[config.mk]
export PLATFORM = sky130hd
export DESIGN_NAME = fetch_unit
export DESIGN_NICKNAME = d
export VERILOG_FILES = /design/src/rtl/riscv_pkg.sv /design/src/rtl/pc_reg.sv /design/src/rtl/fetch_unit.sv
export SDC_FILE = /design/constraint.sdc
export NUM_CORES = 1
export LEC_CHECK = 0
export ABC_AREA = 1
export CAP_MARGIN = 20
export CORE_MARGIN = 2
export CORE_UTILIZATION = 37
export CTS_CLUSTER_SIZE = 40
export DETAILED_ROUTE_END_ITERATION = 12
export PLACE_DENSITY = 0.88
export SETUP_SLACK_MARGIN = 0.3
export SYNTH_ARGS = -nofsm -noshare
export SYNTH_HDL_FRONTEND = slang
export SYNTH_SLANG_ARGS = --single-unit
[constraint.sdc]
create_clock -name clock -period 1.3 [get_ports clock]
set_input_delay 0.26 -clock clock [delete_from_list [all_inputs] [get_ports clock]]
set_output_delay 0.26 -clock clock [all_outputs]
set_load 0.01 [all_outputs]
[src/rtl/riscv_pkg.sv]
// Shared types and constants for the fetch stage: FSM state encoding and the
// reset-time instruction word.
package riscv_pkg;

  typedef enum logic [1:0] {
    FETCH = 2'd0,
    EXEC  = 2'd1,
    MEM   = 2'd2
  } fetch_state_t;

  // addi x0,x0,0 keeps the decoder on a legal opcode after reset
  localparam logic [31:0] NOP_INSTR = 32'h0000_0013;

endpackage

[src/rtl/pc_reg.sv]
// Program counter register with next-PC selection: redirect (word aligned),
// sequential increment, or hold for refetch.
module pc_reg #(
  parameter int                ADDR_W   = 32,
  parameter logic [ADDR_W-1:0] RESET_PC = {ADDR_W{1'b0}}
) (
  input  logic              clock,
  input  logic              reset,
  input  logic              update_i,
  input  logic              pc_load_i,
  input  logic [ADDR_W-1:0] pc_target_i,
  input  logic              incr_i,
  output logic [ADDR_W-1:0] pc_o
);

  logic [ADDR_W-1:0] pc_q;
  logic [ADDR_W-1:0] pc_d;
  logic              unused_target_lsbs_s;

  assign unused_target_lsbs_s = ^pc_target_i[1:0];

  // Next-PC mux; redirect beats increment, neither means refetch
  always_comb begin
    pc_d = pc_q;
    if (update_i) begin
      if (pc_load_i) begin
        pc_d = {pc_target_i[ADDR_W-1:2], 2'b00};
      end else if (incr_i) begin
        pc_d = pc_q + {{(ADDR_W-3){1'b0}}, 3'b100};
      end else begin
        pc_d = pc_q;
      end
    end else begin
      pc_d = pc_q;
    end
  end

  // PC state register
  always_ff @(posedge clock) begin
    if (reset) begin
      pc_q <= RESET_PC;
    end else begin
      pc_q <= pc_d;
    end
  end

  assign pc_o = pc_q;

endmodule

[src/rtl/fetch_unit.sv]
// Instruction fetch stage: FETCH/EXEC/MEM sequencing, instruction register and
// field slicing for the decoder.
module fetch_unit
  import riscv_pkg::*;
#(
  parameter int                ADDR_W   = 32,
  parameter logic [ADDR_W-1:0] RESET_PC = {ADDR_W{1'b0}}
) (
  input  logic              clock,
  input  logic              reset,
  output logic              imem_req,
  output logic [ADDR_W-1:0] imem_addr,
  input  logic              imem_ready,
  input  logic [31:0]       imem_rdata,
  input  logic              incr,
  input  logic              ramR,
  input  logic              ramW,
  input  logic              pc_load,
  input  logic [ADDR_W-1:0] pc_target,
  input  logic              mem_done,
  output logic [6:0]        opcode,
  output logic [2:0]        funct3,
  output logic [6:0]        funct7,
  output logic [4:0]        rs1,
  output logic [4:0]        rs2,
  output logic [4:0]        rd,
  output logic [31:0]       instr,
  output logic [ADDR_W-1:0] pc,
  output logic              instr_valid,
  output logic              mem_stall,
  output logic              commit
);

  fetch_state_t state_q, state_d;
  logic [31:0]  ir_q, ir_d;
  logic         capture_s;
  logic         mem_op_s;

  assign capture_s = imem_req & imem_ready;
  assign mem_op_s  = ramR | ramW;

  // Next state and IR capture
  always_comb begin
    state_d = state_q;
    ir_d    = ir_q;
    case (state_q)
      FETCH: begin
        if (capture_s) begin
          ir_d    = imem_rdata;
          state_d = EXEC;
        end else begin
          state_d = FETCH;
        end
      end
      EXEC: begin
        if (mem_op_s) begin
          state_d = MEM;
        end else begin
          state_d = FETCH;
        end
      end
      MEM: begin
        if (mem_done) begin
          state_d = FETCH;
        end else begin
          state_d = MEM;
        end
      end
      default: state_d = FETCH;
    endcase
  end

  // FSM and instruction register
  always_ff @(posedge clock) begin
    if (reset) begin
      state_q <= FETCH;
      ir_q    <= NOP_INSTR;
    end else begin
      state_q <= state_d;
      ir_q    <= ir_d;
    end
  end

  // Status outputs are forced low during reset regardless of current state
  assign imem_req    = ~reset & (state_q == FETCH);
  assign instr_valid = ~reset & ((state_q == EXEC) | (state_q == MEM));
  assign mem_stall   = ~reset & (state_q == MEM);
  assign commit      = ~reset & (((state_q == EXEC) & ~mem_op_s) |
                                 ((state_q == MEM) & mem_done));

  pc_reg #(
    .ADDR_W  (ADDR_W),
    .RESET_PC(RESET_PC)
  ) u_pc_reg (
    .clock      (clock),
    .reset      (reset),
    .update_i   (commit),
    .pc_load_i  (pc_load),
    .pc_target_i(pc_target),
    .incr_i     (incr),
    .pc_o       (pc)
  );

  assign imem_addr = pc;
  assign instr     = ir_q;
  assign opcode    = ir_q[6:0];
  assign rd        = ir_q[11:7];
  assign funct3    = ir_q[14:12];
  assign rs1       = ir_q[19:15];
  assign rs2       = ir_q[24:20];
  assign funct7    = ir_q[31:25];

endmodule
; Yosys cells after proc, flatten, opt, wreduce, memory -nomap -nowiden
; Cells that the tools add are included.
; W data, S select, Z words.
[totals]
regBits = 66
inputBits = 72
wordCells = 28
[op_classes]
n_addsub = 1
eq_ne = 2
muxes = 6
bitwise = 12
reduce_logical = 4
[op_table]
columns = operator, count
row1 = $mux W32, 2
row2 = $add A32 B3 Y32 const B, 1
row3 = $and A1 B1 Y1, 7
row4 = $pmux W2 S3, 1
row5 = $mux W2, 2
row6 = $reduce_and A2 Y1, 2
row7 = $or A1 B1 Y1, 3
row8 = $eq A2 B1 Y1 const B, 1
row9 = $eq A2 B2 Y1 const B, 1
row10 = $logic_not A2 Y1, 1
row11 = $not A1 Y1, 2
row12 = $reduce_bool A2 Y1, 1
row13 = $mux W1, 1

; Depth between registers and ports, before layout
[depth]
depth_word = 6
ltp_mapped = 10
mapped_depth_nobuf = 10

; Cells and area by module
; Synthesis repeated with hierarchy kept, for this count alone.
[unflattened]
cells_unflattened = 629
hier_area_um2 = 4116.4
[modules_own_cells]
columns = module, n_inst, cells_per_inst, area_each_um2, seq_area_each_um2
row1 = pc_reg, 1, 398, 2292.2, 600.6
row2 = fetch_unit, 1, 231, 1824.2, 680.7

; Worst setup path before layout
; Ideal clock, no wire load.
[synth_timing]
path_type = register to register
startpoint = register u_pc_reg.pc_q[2] (netlist: u_pc_reg.pc_o[2])
endpoint = register u_pc_reg.pc_q[26] (netlist: u_pc_reg.pc_o[26])
setup_time_ns = 0.132
arrival_ns = 1.365
t_required_ns = 1.168
setup_slack_ns = -0.197
path_stages_with_launch = 11
synth_period_minus_slack_ns = 1.497
cell_sequence = dfxtp_1 > ha_1 > nand2_1 > nor2_4 > nand2_2 > nor2_4 > nand2_1 > nand2_1 > nand3_1 > nand2_1 > a21oi_1
[synth_via]
elab_chain_len = 3
[synth_rtl]
columns = item, line_no
row1 = "start, declared", pc_reg.sv:16  ; logic [ADDR_W-1:0] pc_q;
row2 = "start signal, assigned", pc_reg.sv:43  ; pc_q <= pc_d;
row3 = $add A32 B3 Y32, pc_reg.sv:29  ; pc_d = pc_q + {{(ADDR_W-3){1'b0}}, 3'b100};
row4 = $mux W32, pc_reg.sv:28  ; end else if (incr_i) begin
row5 = $mux W32, pc_reg.sv:26  ; if (pc_load_i) begin
; Every way passes these cells. The select of a mux whose other input is x is not followed.
; A chain may end at the register's enable or synchronous reset.

; Worst setup path in the final report
[layout_timing]
startpoint = register state_q[0]
endpoint = register u_pc_reg.pc_q[21] (netlist: u_pc_reg.pc_o[21])
[layout_via]
elab_chain_len = 5
[layout_rtl]
columns = item, line_no
row1 = "start, declared", fetch_unit.sv:34  ; fetch_state_t state_q, state_d;
row2 = "start signal, assigned", fetch_unit.sv:79  ; state_q <= state_d;
row3 = $eq A2 B1 Y1 / $eq A2 B2 Y1 (equally long branches), "fetch_unit.sv:88, fetch_unit.sv:89"
row4 = $and A1 B1 Y1 (on tied branches), "fetch_unit.sv:88, fetch_unit.sv:89"
row5 = $or A1 B1 Y1 *, fetch_unit.sv:88  ; assign commit = ~reset & (((state_q == EXEC) & ~mem_op_s) |
row6 = $and A1 B1 Y1 *, fetch_unit.sv:88
row7 = $reduce_and A2 Y1 (no line) *, n/a
; Every way passes the cells marked *; elsewhere a longest branch is shown, timed or not.

==> results.py <==
metrics = {
    "synth": {
        "async_flop_share_pct": 0,
        "yosysWarnings": 0,
        "syn_avg_cell_area_um2": 6.39,
        "yosysTopAreaCell": "dfxtp_1",
        "yosysUniqueCellTypes": 28,
        "synthCells": 619,
        "synth_area_leaders": "dfxtp_1, nand2_1, buf_4, nand3_1, nor2_1",
        "synthesis.area_um2": 3960,
        "yosysSeqAreaShare_pct": 32.4,
        "yosysTopAreaCellShare_pct": 32.4,
        "synth-seq-cells": 64,
        "synth_enable_flop_cells": 0,
        "ys_dominant_reg_cell": "dfxtp_1",
    },
    "pwr": {
        "total_power_w": 0.00557,
        "leakage_nw": 3.49,
        "irDropWorstVdd_mv": 0.775,
        "power_per_cell_area_nw_per_um2": 705,
    },
    "global_routing": {
        "overflow": 0,
        "grt_max_degree": 33,
        "antenna_found_initial": 0,
        "grt_pass1_wl_um": 23200,
        "grt_pass1_vias": 4863,
        "track_usage_pct": 25.4,
    },
    "worst_setup_path": {
        "crit_path_start": "state_q[0]",
        "crit_path_max_fanout": 23,
        "cp.arrival_ns": 1.86,
        "critPathKind": "flop to flop",
        "start_kind": "flop",
        "cp.required_ns": 1.57,
        "critPathCaptureType": "flop",
        "r2r_start": "state_q[0]",
    },
    "placement": {
        "routabilityCongestion": 0.855,
        "post-place-ws_ns": -0.618,
        "dp_hpwl_um": 9490,
        "portBuffers": 197,
    },
    "clocking": {
        "cts_htree_levels": 3,
        "numCtsBuffers": 9,
        "root_buffer": "clkbuf_8",
        "clock_latency_ns": 0.34,
        "clockBufferDepth": 2,
        "cts-hold-fix-buffers": 0,
        "cts_sinks": 64,
        "cts_tree": "done",
        "path_clk_slew_ns": 0.08,
    },
    "route": {
        "drc": 0,
        "vias_per_cell": 4.95,
        "drt_wl_total_um": 16400,
        "first_pass_iters": 5,
        "drtIter0Drc": 232,
        "wl_per_cell_um": 16.3,
        "vias": 5002,
        "antenna_left": 0,
    },
    "finish": {
        "mostFrequentLayoutCell": "buf_6",
        "num-nets-final": 947,
        "area_delta_synth_final_pct": 99.6,
        "drive_gt1_share_pct": 52.3,
        "utilization_pct": 76.2,
        "final_cell_mix": "buf_6, nand2_1, clkdlybuf4s50_1",
        "n_antenna_cell": 0,
    },
    "floorplan": {
        "die_area_um2": 11500,
        "die_h_um": 107,
        "start_util_pct": 38.2,
        "core_um2": 10400,
        "ios": 204,
        "rows": 37,
        "die_w_um": 107,
    },
    "sta": {
        "rsz0062_at_grt": "true",
        "fin_skew_ns": 0.00716,
        "finalCritPeriodShare_pct": 122,
        "period_needed_ns": 1.59,
        "setup_viol": 70,
        "timing.fmax_mhz": 629,
        "hold_viol_final": 0,
        "fin_ws_ns": -0.290,
        "slew_violations": 0,
    },
    "status": {
        "violations": "negative setup slack",
        "status": "finished with violations",
    },
    "job": {
        "cap_violations": 0,
    },
    "worst_hold_path": {
        "holdCritStartpoint": "imem_rdata[11]",
        "hold_class": "input port to flop",
    },
}
==> path summary, 6_finish.rpt <==
check,endpoint,slack [ns],depth (start not counted)
worst max-delay path,u_pc_reg.pc_o[21],-0.29,9
worst min-delay path,instr[11],0.47,3
worst max register to register,u_pc_reg.pc_o[21],-0.29,9
worst min register to register,instr[5],0.50,2
==> synthesized netlist by cell type, types with 5 or more instances <==
cell type,n
buf_2,6
nor2_1,77
buf_4,69
nor2_4,5
a21oi_1,30
o21ai_0,17
o31ai_1,5
o21ai_1,6
nand3_1,61
ha_1,5
nand2_1,202
clkbuf_1,10
dfxtp_1,64
inv_1,33
==> layout make-up <==
| class | instances | area (um^2) |
|---|---|---|
| timing repair inverter | 4 | 71.3 |
| multi-input combinational | 431 | 2380 |
| tap | 136 | 170 |
| clock buffer | 9 | 124 |
| timing repair buffer | 324 | 3450 |
| sequential | 64 | 1440 |
| inverter | 36 | 161 |
| fill | 665 | 2470 |
| clock inverter | 7 | 95.1 |
==> state kept, by name, summed over array words and instances (netlist names) <==
register       cells
instr             32
state_q            2
u_pc_reg.pc_o     30
==> logic make-up after synthesis <==
logic type | Yosys count | share of synthesized area [%]
DFF | 64 | 32.4
buffers and inverters | 127 | 19.2
other | 1 | 0.0948
xor gates and xnor gates | 1 | 0.221
and+or+nand+nor | 359 | 37.7
AOI/OAI and AO/OA | 62 | 8.82
adders and majority gates | 5 | 1.58
==> routing by layer <==
layer / track usage [%] / routed length, um
met5: 0 / 0
met4: 10.8 / 503
met3: 7.02 / 1470
met2: 47.2 / 8690
met1: 26.8 / 5790
==> worst max-delay path, stage by stage, from the launching register on <==
cell     delay [ns]
dfxtp_4        0.37
inv_4          0.07
ha_4           0.14
nand2_4        0.06
o22ai_4        0.21
nand2_4        0.14
buf_12         0.19
nor2_2         0.10
nand2_1        0.09
a21oi_2        0.14
==> report_power, final <==
part           switching, W  total (W)  internal (W)
registers          0.000116    0.00214       0.00202
clock network      0.000881    0.00196       0.00108
logic              0.000637    0.00147      0.000828
==> per-stage QoR <==
stage               setup TNS (ns)  hold WS [ns]  cell area [um^2]  cells
floorplan                    -1.71         0.370              4120    622
global placement            -24.68         0.469              6160    937
detailed placement          -27.07         0.474              6160    937
CTS                          -9.08         0.437              7360    992
global route                -16.21         0.469              7900   1011
finish                      -11.97         0.465              7900   1011
==> what timing repair did <==
item | in CTS | in global routing
endpoints found under the setup margin | 192 | 192
cloned | 6 | 1
buffers inserted | 33 | 18
resized for setup | 817 | 115
pin swaps | 17 | 20
(Power assumes the default switching activity.)
